<file path="config.mk">
export PLATFORM = sky130hd
export DESIGN_NAME = mem_port_arbiter
export DESIGN_NICKNAME = d
export VERILOG_FILES = /design/src/rtl/mem_port_arbiter.sv
export SDC_FILE = /design/constraint.sdc
export NUM_CORES = 1
export LEC_CHECK = 0
export BUFFER_PORTS_ARGS = -buffer_cell sky130_fd_sc_hd__buf_4
export CAP_MARGIN = 10
export CORE_ASPECT_RATIO = 0.8
export CORE_UTILIZATION = 23
export DETAILED_ROUTE_END_ITERATION = 10
export GPL_TIMING_DRIVEN = 0
export PLACE_DENSITY = 0.49
export SLEW_MARGIN = 15
export SYNTH_ARGS = -nofsm -noshare
export SYNTH_HDL_FRONTEND = slang
export SYNTH_SLANG_ARGS = --single-unit
</file>
<file path="constraint.sdc">
create_clock -name clk -period 1.6 [get_ports clk]
set_input_delay 0.08 -clock clk [delete_from_list [all_inputs] [get_ports clk]]
set_output_delay 0.08 -clock clk [all_outputs]
set_load 0.005 [all_outputs]
</file>
<file path="src/rtl/mem_port_arbiter.sv">
`default_nettype none
`timescale 1ns/1ps
// ============================================================================
// Module   : mem_port_arbiter
// Purpose  : Shares one single-ported memory between the instruction-fetch
//            and data-access ports of the core. Grants one request at a time,
//            round-robin on contention, holds the memory request until
//            m_ready and returns a one-cycle ack with the read data.
// Options  : MEM_ARB_TIMEOUT_EN - adds a watchdog that forces completion with
//            err=1 after TIMEOUT_CYCLES stalled cycles.
// Revision : 1.0 - initial release
// ============================================================================
module mem_port_arbiter #(
  parameter int ADDR_BITS      = 6,
  parameter int DATA_BITS      = 64,
  parameter int TIMEOUT_CYCLES = 15
) (
  input  logic                 clk,
  input  logic                 rst_n,
  // instruction fetch port
  input  logic                 i_req,
  input  logic [ADDR_BITS-1:0] i_addr,
  output logic [31:0]          i_rdata,
  output logic                 i_ack,
  // data port
  input  logic                 d_req,
  input  logic                 d_we,
  input  logic [ADDR_BITS-1:0] d_addr,
  input  logic [DATA_BITS-1:0] d_wdata,
  output logic [DATA_BITS-1:0] d_rdata,
  output logic                 d_ack,
  // memory side
  output logic                 m_req,
  output logic                 m_we,
  output logic [ADDR_BITS-1:0] m_addr,
  output logic [DATA_BITS-1:0] m_wdata,
  input  logic [DATA_BITS-1:0] m_rdata,
  input  logic                 m_ready,
  // status
  output logic                 busy,
  output logic                 err
);

  localparam logic [1:0] C_IDLE  = 2'd0;
  localparam logic [1:0] C_I_ACC = 2'd1;
  localparam logic [1:0] C_D_ACC = 2'd2;

  localparam logic C_GNT_I = 1'b0;
  localparam logic C_GNT_D = 1'b1;

  logic [1:0]           state_q,      state_d;
  logic                 last_grant_q, last_grant_d;
  logic                 m_req_q,      m_req_d;
  logic                 m_we_q,       m_we_d;
  logic [ADDR_BITS-1:0] m_addr_q,     m_addr_d;
  logic [DATA_BITS-1:0] m_wdata_q,    m_wdata_d;
  logic                 i_ack_q,      i_ack_d;
  logic                 d_ack_q,      d_ack_d;
  logic [31:0]          i_rdata_q,    i_rdata_d;
  logic [DATA_BITS-1:0] d_rdata_q,    d_rdata_d;

  logic w_grant_i;
  logic w_grant_d;
  logic w_timeout;

  // A lone request wins; on contention the port that was not served last wins.
  assign w_grant_i = i_req & (~d_req | (last_grant_q == C_GNT_D));
  assign w_grant_d = d_req & ~w_grant_i;

`ifdef MEM_ARB_TIMEOUT_EN
  localparam int                 C_TMR_W     = $clog2(TIMEOUT_CYCLES + 1);
  localparam logic [C_TMR_W-1:0] C_TMR_LIMIT = C_TMR_W'(TIMEOUT_CYCLES);

  logic [C_TMR_W-1:0] tmr_q, tmr_d;
  logic               err_q, err_d;

  // The watchdog fires on the stalled cycle after the count has reached the limit.
  assign w_timeout = (state_q != C_IDLE) && (tmr_q == C_TMR_LIMIT);

  // Stall counter: cleared on grant, advanced on every stalled access cycle.
  always_comb begin
    tmr_d = tmr_q;
    err_d = 1'b0;
    if (state_q == C_IDLE) begin
      if (w_grant_i || w_grant_d) begin
        tmr_d = '0;
      end
    end else if (!m_ready) begin
      if (w_timeout) begin
        err_d = 1'b1;
      end else begin
        tmr_d = tmr_q + C_TMR_W'(1);
      end
    end
  end

  // Watchdog registers.
  always_ff @(posedge clk or negedge rst_n) begin
    if (!rst_n) begin
      tmr_q <= '0;
      err_q <= 1'b0;
    end else begin
      tmr_q <= tmr_d;
      err_q <= err_d;
    end
  end

  assign err = err_q;
`else
  // Without the watchdog the limit has no effect.
  localparam int unused_timeout_cycles = TIMEOUT_CYCLES;

  assign w_timeout = 1'b0;
  assign err       = 1'b0;
`endif

  // Next-state logic: grant from IDLE, hold the transfer until m_ready (or timeout).
  always_comb begin
    state_d      = state_q;
    last_grant_d = last_grant_q;
    m_req_d      = m_req_q;
    m_we_d       = m_we_q;
    m_addr_d     = m_addr_q;
    m_wdata_d    = m_wdata_q;
    i_ack_d      = 1'b0;
    d_ack_d      = 1'b0;
    i_rdata_d    = i_rdata_q;
    d_rdata_d    = d_rdata_q;

    case (state_q)
      C_IDLE: begin
        // m_ready is deliberately ignored here.
        if (w_grant_i) begin
          state_d      = C_I_ACC;
          last_grant_d = C_GNT_I;
          m_req_d      = 1'b1;
          m_we_d       = 1'b0;
          m_addr_d     = i_addr;
        end else if (w_grant_d) begin
          state_d      = C_D_ACC;
          last_grant_d = C_GNT_D;
          m_req_d      = 1'b1;
          m_we_d       = d_we;
          m_addr_d     = d_addr;
          m_wdata_d    = d_wdata;
        end
      end

      C_I_ACC, C_D_ACC: begin
        // m_ready takes priority over a timeout in the same cycle.
        if (m_ready || w_timeout) begin
          state_d = C_IDLE;
          m_req_d = 1'b0;
          m_we_d  = 1'b0;
          if (state_q == C_I_ACC) begin
            i_ack_d   = 1'b1;
            i_rdata_d = m_ready ? m_rdata[31:0] : 32'd0;
          end else begin
            d_ack_d = 1'b1;
            if (!m_ready) begin
              d_rdata_d = '0;
            end else if (!m_we_q) begin
              d_rdata_d = m_rdata;
            end
          end
        end
      end

      default: begin
        state_d = C_IDLE;
        m_req_d = 1'b0;
        m_we_d  = 1'b0;
      end
    endcase
  end

  // State and output registers; reset aborts any access in flight.
  always_ff @(posedge clk or negedge rst_n) begin
    if (!rst_n) begin
      state_q      <= C_IDLE;
      last_grant_q <= C_GNT_I;
      m_req_q      <= 1'b0;
      m_we_q       <= 1'b0;
      m_addr_q     <= '0;
      m_wdata_q    <= '0;
      i_ack_q      <= 1'b0;
      d_ack_q      <= 1'b0;
      i_rdata_q    <= '0;
      d_rdata_q    <= '0;
    end else begin
      state_q      <= state_d;
      last_grant_q <= last_grant_d;
      m_req_q      <= m_req_d;
      m_we_q       <= m_we_d;
      m_addr_q     <= m_addr_d;
      m_wdata_q    <= m_wdata_d;
      i_ack_q      <= i_ack_d;
      d_ack_q      <= d_ack_d;
      i_rdata_q    <= i_rdata_d;
      d_rdata_q    <= d_rdata_d;
    end
  end

  assign m_req   = m_req_q;
  assign m_we    = m_we_q;
  assign m_addr  = m_addr_q;
  assign m_wdata = m_wdata_q;
  assign i_ack   = i_ack_q;
  assign d_ack   = d_ack_q;
  assign i_rdata = i_rdata_q;
  assign d_rdata = d_rdata_q;
  assign busy    = (state_q != C_IDLE);

endmodule

`default_nettype wire

</file>
==> results.cfg <==
[die]
initial_core_util_pct = 23.38
ios = 318
rows = 55
die_x_um = 191.6
coreArea_mm2 = 0.02828
die_y_um = 153.6
dieArea_mm2 = 0.02943

[routing]
drt-total-wl_um = 21690
drcViolationCount = 0
drt_iter0_markers = 131
post_drt_wl_per_cell_um = 16.72
dr_total_vias = 5300
via_per_inst = 4.086
ant_nets = 0
first_pass_iters = 4

[finish]
finalInstanceArea_mm2 = 0.01267
areaGrowthSynthToFinish_pct = 91.60
ff_latch_area_mm2 = 0.004329
nNetsFinal = 1062
drive_gt1_share_pct = 60.52
post-route-util_pct = 44.79
fillCellCount = 2527
multi_input_area_mm2 = 0.002606
fin_cells = 1297
diodes = 0

[logic_synthesis]
yosys_warnings = 0
avgSynthCellArea_um2 = 16.05
yosysTopAreaCell = dfrtp_1
ys_types = 27
yosys.area_share.adder_pct = 0.3785
synth_compound_area_share_pct = 2.025
yosys.area_share.simple_pct = 1.949
syn_inst = 412
netlist_area_mm2 = 0.006611
synth_seq_cells = 173
synth_top_area_share_pct = 65.48
synth_top_family_by_area = multiplexers
synthXorXnorAreaFrac_pct = 0
synthMuxAreaShare_pct = 27.25
synth_area_leaders = dfrtp_1 65%, mux2_2 26%, buf_6 1.0%
ys_seq_area_share_pct = 65.48
syn_nets = 560

[clock_network]
cts_tree = yes
clockBufferDepth = 2
clkLatencyLatePin_ps = 430
clk_pin_slew_ps = 70
cts_made_buffers = 17
cts.sinks = 173
htreeDepth = 4
clock-root-buffer = clkbuf_16

[placed_design]
placed_cell_area_mm2 = 0.009514
dp_slack_ps = -659.5
port_buffers = 315
place.gp.congestion = 0.7359
place_hpwl_um = 13110
dp_cells = 1098

[sta]
period_needed_ps = 1762
period_share_pct = 110.1
timing.final.ws_setup_ps = -162.3
relSlewSlack_pct = 54.92
setup_viol = 112
final-hold-violation-count = 0
skew_ps = 9.780
rsz0062_at_grt = true
finalMaxSlewViolations = 0
fmax_mhz = 567.4
holdWs_ps = 39.85
tns_ps = -11430
worst_slew_pin_slew_ps = 676.2

[worst_setup_path]
path_class = reg2reg
crit_required_ps = 1920
cp-end-kind = register
cp-start-kind = register
path_max_fanout = 10
cp.arrival_ps = 2080

[pwr]
power_density_mw_per_mm2 = 1901
internal_power_mw = 17.30
peakVddDrop_v = 0.0009497
switching_share_pct = 28.15
power_frac_clock_pct = 20.2
leakage_nw = 6.062
p_total_mw = 24.08
switchingPower_mw = 6.778
comb_power_share_pct = 47.0
p_seq_share_pct = 32.8

[global_route]
grt_pass1_wl_um = 31550
grt-ovfl-total = 0
grt_max_degree = 93
grt_pass1_vias = 5659
groute.usage.overall_pct = 14.02
antenna_found_initial = 0

[status]
violations = setup timing
status = finished, violations left

[hold_path]
min_path_type = in2reg

[run]
maxCapViolations = 0
==> state kept, by name, summed over array words and instances, names as in the netlist <==
name,flops
d_rdata,64
m_wdata,64
i_rdata,32
m_addr,6
state_q,2
d_ack,1
i_ack,1
last_grant_q,1
m_req,1
m_we,1
==> placed cells by master, fill, tap and decap left out, types with 7 or more instances in the layout <==
cell	count
buf_4	324
buf_12	14
dlygate4sd3_1	143
o21ai_0	7
clkbuf_16	23
mux2_2	32
mux2_4	128
dfrtp_1	173
nand3_1	7
nor2_1	9
==> worst max-delay path: stages, from the launching register on <==
cell and delay, ps:
dfrtp_1 400, inv_2 70, ha_4 280, nand2_4 50
nor3_4 180, buf_12 190, buf_12 160, mux2_4 300
==> final timing paths <==
check / start / to / slack (ps) / depth (start not counted)
max: state_q[0]$_DFFE_PN0P_ / d_rdata[30]$_DFFE_PN0P_ / -160 / 7
min: d_req / last_grant_q$_DFFE_PN0P_ / 40 / 3
max reg2reg: state_q[0]$_DFFE_PN0P_ / d_rdata[30]$_DFFE_PN0P_ / -160 / 7
min reg2reg: m_req$_DFFE_PN0P_ / m_req$_DFFE_PN0P_ / 500 / 1
max in group asynchronous: rst_n / i_rdata[1]$_DFFE_PN0P_ / 460 / 3
min in group asynchronous: rst_n / m_wdata[18]$_DFFE_PN0P_ / 210 / 2
==> area by class of cell <==
class                           count  area share [%]
Sequential cell                   173           34.18
Inverter                            7          0.2074
Multi-Input combinational cell    210           20.57
Clock buffer                       19           3.497
Tap cell                          370           3.655
Buffer                             20           2.282
Timing Repair Buffer              485           33.75
Clock inverter                     13           1.857
==> power groups by stage <==
| stage | logic (mW) | clock network (mW) | registers, mW |
|---|---|---|---|
| 2_1_floorplan | 3.54 | 0 | 7.93 |
| 3_3_place_gp | 8.48 | 0 | 7.79 |
| 3_5_place_dp | 8.48 | 0 | 7.83 |
| 4_1_cts | 10.5 | 5.04 | 7.83 |
| 5_1_grt | 12.1 | 5.23 | 8.19 |
| 6_report | 11.3 | 4.85 | 7.90 |
==> logic make-up after synthesis <==
group                    Yosys count
flip-flops                       173
multiplexers                     160
buffers and inverters             29
AND/OR/NAND/NOR                   26
AO/OA/AOI/OAI                     21
adder cells (fa/ha/maj)            2
other                              1
==> what timing repair did <==
item	CTS	global route
hold buffers	143	0
hold endpoints to repair	250	0
endpoints found under the setup margin	160	165
pin swaps	1	2
setup buffers	13	4
gates resized for setup	116	71
cloned	5	6
==> cells in the mapped netlist <==
cell	n
buf_6	6
ha_1	2
nor2_1	9
and3_1	1
o32ai_1	1
o22ai_1	2
nand2_1	5
conb_1	1
nand2b_1	1
a32o_1	1
a21oi_1	1
inv_1	7
buf_2	6
dfrtp_1	173
a31oi_1	6
buf_4	7
o22a_1	1
mux2_1	5
nor2b_1	2
nand3_1	7
o21a_1	1
clkbuf_2	1
a22o_1	1
mux2_2	155
nor3_4	1
clkbuf_1	2
o21ai_0	7
==> routing by layer <==
metal	global-route usage, %	vias to the layer above	wire length (um)	share of wire, %
met2	22.48	201	10260	47
met5	0	-	0	0
met3	6.117	18	1954	9.0
li1	-	2455	-	-
met4	4.573	0	285	1.3
met1	16.75	2626	9196	42
Power figures use the tool's default switching activity.
